**config.mk**
```make
export PLATFORM = sky130hd
export DESIGN_NAME = sba_arbiter
export DESIGN_NICKNAME = d
export VERILOG_FILES = /design/src/rtl/sba_arbiter_pkg.sv /design/src/rtl/sba_rr_pick.sv /design/src/rtl/sba_arbiter.sv
export SDC_FILE = /design/constraint.sdc
export NUM_CORES = 1
export LEC_CHECK = 0
export CAP_MARGIN = 20
export CORE_AREA = 2 2 134 136
export DETAILED_ROUTE_END_ITERATION = 8
export DIE_AREA = 0 0 136 138
export HOLD_SLACK_MARGIN = 0.08
export SLEW_MARGIN = 40
export SYNTH_ARGS = -nofsm -noshare
export SYNTH_HDL_FRONTEND = slang
export SYNTH_SLANG_ARGS = --single-unit
```
**constraint.sdc**
```tcl
create_clock -name i_clk -period 2.4 [get_ports i_clk]
set_input_delay 0.36 -clock i_clk [delete_from_list [all_inputs] [get_ports i_clk]]
set_output_delay 0.36 -clock i_clk [all_outputs]
set_load 0.01 [all_outputs]
```
**src/rtl/sba_arbiter_pkg.sv**
```systemverilog
// Shared definitions for the SBA two-master arbiter: state encoding,
// master indices and bus widths.
package sba_arbiter_pkg;

    localparam int SBA_AW  = 32;
    localparam int SBA_DW  = 32;
    localparam int SBA_WEW = 4;

    localparam logic M_CPU = 1'b0;
    localparam logic M_DMA = 1'b1;

    typedef enum logic {
        ST_IDLE = 1'b0,
        ST_BUSY = 1'b1
    } sba_state_e;

    function automatic logic [1:0] owner_onehot(input logic owner);
        return (owner == M_DMA) ? 2'b10 : 2'b01;
    endfunction

endpackage

```
**src/rtl/sba_rr_pick.sv**
```systemverilog
// Two-way round-robin select: a lone requester wins, contention goes to
// the master that was not served last.
module sba_rr_pick
    import sba_arbiter_pkg::*;
(
    input  logic [1:0] req,
    input  logic       last,
    output logic       owner
);

    always_comb begin
        owner = M_CPU;
        case (req)
            2'b10:   owner = M_DMA;
            2'b11:   owner = ~last;
            default: owner = M_CPU;
        endcase
    end

endmodule

```
**src/rtl/sba_arbiter.sv**
```systemverilog
// SBA two-master arbiter: round-robin grant, one idle cycle between
// transactions, and error termination of unacknowledged transactions.
module sba_arbiter
    import sba_arbiter_pkg::*;
#(
    parameter int TIMEOUT = 255,
    parameter int CW      = 8
) (
    input  logic               i_clk,
    input  logic               i_rst,
    input  logic               i_m0_stb,
    input  logic [SBA_WEW-1:0] i_m0_we,
    input  logic [SBA_AW-1:0]  i_m0_addr,
    input  logic [SBA_DW-1:0]  i_m0_dat_w,
    output logic [SBA_DW-1:0]  o_m0_dat_r,
    output logic               o_m0_ack,
    output logic               o_m0_err,
    input  logic               i_m1_stb,
    input  logic [SBA_WEW-1:0] i_m1_we,
    input  logic [SBA_AW-1:0]  i_m1_addr,
    input  logic [SBA_DW-1:0]  i_m1_dat_w,
    output logic [SBA_DW-1:0]  o_m1_dat_r,
    output logic               o_m1_ack,
    output logic               o_m1_err,
    output logic               o_stb,
    output logic [SBA_WEW-1:0] o_we,
    output logic [SBA_AW-1:0]  o_addr,
    output logic [SBA_DW-1:0]  o_dat_w,
    input  logic [SBA_DW-1:0]  i_dat_r,
    input  logic               i_ack,
    output logic [1:0]         o_grant,
    output logic [SBA_AW-1:0]  o_err_addr,
    output logic               o_err_src
);

    localparam logic [CW-1:0] TIMEOUT_C = CW'(TIMEOUT);
    localparam logic [CW-1:0] CNT_MAX   = '1;

    sba_state_e        state_q, state_d;
    logic              owner_q, owner_d;
    logic              last_q, last_d;
    logic [CW-1:0]     cnt_q, cnt_d;
    logic [SBA_AW-1:0] err_addr_q, err_addr_d;
    logic              err_src_q, err_src_d;

    logic               pick_owner;
    logic               own_stb;
    logic [SBA_WEW-1:0] own_we;
    logic [SBA_AW-1:0]  own_addr;
    logic [SBA_DW-1:0]  own_dat_w;
    logic               ack_c;
    logic               err_c;
    logic               rd_en_c;

    sba_rr_pick u_pick (
        .req   ({i_m1_stb, i_m0_stb}),
        .last  (last_q),
        .owner (pick_owner)
    );

    assign own_stb   = (owner_q == M_DMA) ? i_m1_stb   : i_m0_stb;
    assign own_we    = (owner_q == M_DMA) ? i_m1_we    : i_m0_we;
    assign own_addr  = (owner_q == M_DMA) ? i_m1_addr  : i_m0_addr;
    assign own_dat_w = (owner_q == M_DMA) ? i_m1_dat_w : i_m0_dat_w;

    always_comb begin
        state_d    = state_q;
        owner_d    = owner_q;
        last_d     = last_q;
        cnt_d      = cnt_q;
        err_addr_d = err_addr_q;
        err_src_d  = err_src_q;
        o_stb      = 1'b0;
        o_we       = '0;
        o_addr     = '0;
        o_dat_w    = '0;
        o_grant    = 2'b00;
        ack_c      = 1'b0;
        err_c      = 1'b0;
        rd_en_c    = 1'b0;

        case (state_q)
            ST_IDLE: begin
                // Slave ack is deliberately ignored here; it cannot belong to anyone.
                if (i_m0_stb || i_m1_stb) begin
                    owner_d = pick_owner;
                    cnt_d   = '0;
                    state_d = ST_BUSY;
                end
            end
            ST_BUSY: begin
                o_stb   = own_stb;
                o_we    = own_we;
                o_addr  = own_addr;
                o_dat_w = own_dat_w;
                o_grant = owner_onehot(owner_q);
                rd_en_c = 1'b1;
                if (!own_stb) begin
                    state_d = ST_IDLE;
                end else if (i_ack) begin
                    ack_c   = 1'b1;
                    last_d  = owner_q;
                    state_d = ST_IDLE;
                end else if (cnt_q == TIMEOUT_C) begin
                    ack_c      = 1'b1;
                    err_c      = 1'b1;
                    rd_en_c    = 1'b0;
                    err_addr_d = own_addr;
                    err_src_d  = owner_q;
                    last_d     = owner_q;
                    state_d    = ST_IDLE;
                end else if (cnt_q != CNT_MAX) begin
                    cnt_d = cnt_q + 1'b1;
                end
            end
            default: state_d = ST_IDLE;
        endcase
    end

    assign o_m0_ack   = ack_c && (owner_q == M_CPU);
    assign o_m1_ack   = ack_c && (owner_q == M_DMA);
    assign o_m0_err   = err_c && (owner_q == M_CPU);
    assign o_m1_err   = err_c && (owner_q == M_DMA);
    assign o_m0_dat_r = (rd_en_c && owner_q == M_CPU) ? i_dat_r : '0;
    assign o_m1_dat_r = (rd_en_c && owner_q == M_DMA) ? i_dat_r : '0;
    assign o_err_addr = err_addr_q;
    assign o_err_src  = err_src_q;

    // last resets to DMA so the CPU wins the first contention.
    always_ff @(posedge i_clk or posedge i_rst) begin
        if (i_rst) begin
            state_q    <= ST_IDLE;
            owner_q    <= M_CPU;
            last_q     <= M_DMA;
            cnt_q      <= '0;
            err_addr_q <= '0;
            err_src_q  <= M_CPU;
        end else begin
            state_q    <= state_d;
            owner_q    <= owner_d;
            last_q     <= last_d;
            cnt_q      <= cnt_d;
            err_addr_q <= err_addr_d;
            err_src_q  <= err_src_d;
        end
    end

endmodule

```
==> results of run 1 <==
-- cell usage after synthesis --
| library cell | number |
|---|---|
| o21ai_0 | 2 |
| clkinv_1 | 2 |
| a2bb2oi_1 | 1 |
| o21ba_2 | 1 |
| o211ai_1 | 1 |
| nand2_1 | 7 |
| nand3_1 | 3 |
| buf_6 | 5 |
| ha_1 | 1 |
| nor4_4 | 1 |
| dfrtp_1 | 43 |
| clkbuf_1 | 16 |
| a31oi_1 | 9 |
| nand2b_1 | 6 |
| dfstp_2 | 1 |
| buf_2 | 13 |
| inv_1 | 4 |
| mux2i_1 | 70 |
| o21bai_1 | 1 |
| nor2_1 | 72 |
| a22o_1 | 32 |
| buf_1 | 1 |
| and3_1 | 68 |
| nor4_1 | 1 |
| nand4_2 | 1 |
| nand3_2 | 1 |
| or4_4 | 1 |
| nor3_1 | 1 |
| o21ai_1 | 1 |
| a21boi_0 | 1 |
| a21o_1 | 1 |
| a21oi_1 | 2 |
-- flip-flops by register name (all words and copies together), names as in the netlist --
signal / count
state_q: 1
o_err_addr: 32
owner_q: 1
last_q: 1
o_err_src: 1
cnt_q: 8
-- per-stage QoR --
| step | power, µW | worst slack [ns] | setup TNS [ns] |
|---|---|---|---|
| floorplan | 2640 | 0.373 | 0 |
| global placement | 4690 | -0.253 | -12.76 |
| detailed placement | 4720 | -0.254 | -13.41 |
| CTS | 5360 | -0.149 | -3.80 |
| global route | 5680 | -0.159 | -3.01 |
| finish | 5320 | -0.0648 | -0.0926 |
-- placed cells by master, fill, tap and decap left out, drive strengths merged, types with 2 or more instances in the layout --
cell           count
and3              68
buf               75
a31oi              9
nand3              4
o21ai              3
nor4               2
nor2              72
dlymetal6s2s       3
dfrtp             43
dlygate4sd2       33
nand2b             6
clkdlybuf4s15      2
nand2              7
mux2i             70
a22o              32
clkbuf            25
a21oi              2
clkdlybuf4s50    242
inv                6
-- timing repair --
item                       CTS  global route
gates cloned                 2             0
pin swaps                    1             5
resized for setup          238            62
setup endpoints to repair  115            82
setup buffers                0             0
-- worst max-delay path, cell delays in order, from the launching register on --
cell             delay, ns
dfrtp_1               0.36
ha_2                  0.20
nand3_2               0.10
or4_4                 0.57
buf_12                0.19
and3_1                0.17
clkdlybuf4s15_1       0.23
-- worst paths after layout --
path / slack, ns / startpoint / end / cells past startpoint
max in group asynchronous: 1.54 / i_rst / o_err_addr[2]$_DFFE_PP0P_ / 3
min in group i_clk: 0.50 / o_err_addr[4]$_DFFE_PP0P_ / o_err_addr[4]$_DFFE_PP0P_ / 1
min reg2reg: 0.50 / o_err_addr[4]$_DFFE_PP0P_ / o_err_addr[4]$_DFFE_PP0P_ / 1
max: -0.06 / cnt_q[0]$_DFFE_PP0P_ / o_m0_dat_r[18] / 6
min: 0.29 / i_rst / o_err_addr[31]$_DFFE_PP0P_ / 2
max reg2reg: 0.50 / cnt_q[0]$_DFFE_PP0P_ / o_err_addr[11]$_DFFE_PP0P_ / 7
-- area by class of cell --
cell class              instances  area, µm²  area share
multi-input cells             285       2000       0.283
clock inverters                 3       46.3     0.00654
well taps                     229        287      0.0405
inverters                       6       22.5     0.00318
clock buffers                   5        125      0.0177
flip-flops and latches         44       1110       0.156
repair buffers                375       3490       0.493
-- kinds of logic (layout without fill, tap and decap cells) --
family / after synthesis / count (layout) / share of synthesized area
adder cells (fa/ha/maj): 1 / 1 / 0.00382
AO/OA/AOI/OAI: 52 / 52 / 0.125
buffers and inverters: 41 / 389 / 0.0634
flip-flops: 44 / 44 / 0.337
multiplexers: 70 / 70 / 0.214
AND/OR/NAND/NOR: 162 / 162 / 0.257
-- power by group --
group | internal [µW] | leakage, µW | total, µW | switching (µW)
sequential | 815 | 0.000588 | 871 | 55.9
combinational | 1900 | 0.00293 | 3620 | 1720
clock | 496 | 0.0000804 | 820 | 324
-- metal layers --
metal | share of wire | up-vias | track usage
met5 | 0 | - | 0
met4 | 0.0071 | 0 | 0.0274
met3 | 0.092 | 6 | 0.0429
met2 | 0.53 | 219 | 0.302
met1 | 0.37 | 1953 | 0.165
li1 | - | 2022 | -
==> impl_metrics.yaml, run 1 <==
yosys:
  ys_seq_area_frac: 0.337
  synth.net_count: 544
  synthCells: 370
  synth_area_um2: 3270
  synth_seq_cells: 44
  ys_warn_count: 0
  synth_area_leader_cell: "dfrtp_1"
  syn_avg_cell_area_um2: 8.85
  synth_area_leaders: "dfrtp_1 33%, mux2i_1 21%, and3_1 13%"
  yosysTopAreaCellShare: 0.329
  synth.distinct_cells: 32
place:
  post-place-cells: 937
  gp_congestion: 0.802
  numPortBuffers: 344
  dp.final_hpwl_um: 12000
  place_area_um2: 7100
outcome:
  violations: "negative setup slack"
  status: "finished, violations left"
power_and_ir_drop:
  power_density_nw_per_um2: 751
  ir_drop_mv: 0.310
  p_leak_uw: 0.00360
global_routing:
  grt_pass1_vias: 4223
  gr-total-overflow: 0
  grt_max_degree: 53
  grt_usage: 0.155
  grt_antenna_before_repair: 0
  grt_pass1_wl_um: 23000
detailed_routing:
  routed_wl_um: 15600
  viasPerCell: 4.44
  wl_per_cell_um: 16.4
  drt-initial-drc-count: 140
  drc: 0
  vias: 4200
  firstDrtPassIters: 4
  ant_nets: 0
job:
  drv_cap: 0
die:
  num_io_pins: 345
  fp-row-count: 49
  coreArea_um2: 17500
  die_height_um: 138
  die_x_um: 136
  start_util: 0.187
  die_area_um2: 18800
setup_path:
  start_kind: "flip-flop"
  cp.required_ns: 2.04
  end_kind: "output port"
  arrival_ns: 2.10
  critPathMaxFanout: 33
  critPathKind: "flip-flop to output port"
cts:
  clock_sinks: 44
  cts_hold_buf: 0
  clockBufferDepth: 2
  cts_tree: "yes"
  cts_root_buf: "clkbuf_16"
  numCtsBuffers: 5
  htree_levels: 2
  clock_latency_ns: 0.29
  clk_transition_reported_paths_ns: 0.07
finish:
  layout.cells.non_filler: 947
  final_cell_area_um2: 7080
  layout-drive-gt1-share: 0.170
  diodes: 0
  fill_cells: 1762
  final_nets: 891
  final_util: 0.404
  syn2layout_area_growth_pct: 116
timing:
  tightest_slew_ns: 0.392
  post-route-min-period_ns: 2.46
  finalCritPeriodShare: 1.03
  setup_slack_ns: -0.0648
  drv_slew: 0
  fmax_mhz: 406
  rsz0062_at_grt: "true"
  finalHoldViolations: 0
  holdWs_ns: 0.294
  setup_viol: 2
  skew_ns: 0.00531
  max_slew_margin: 0.739
worst_hold_path:
  hold_class: "primary input to asynchronous set/reset pin"
Note: power is estimated with default switching activity, not from simulation.
==> run 2, diff against run 1 <==
Settings changed: GPL_ROUTABILITY_DRIVEN set to 0.
==> results of run 2 <==
Same layout as run 1: the final DEF is identical, and so are final timing and power.
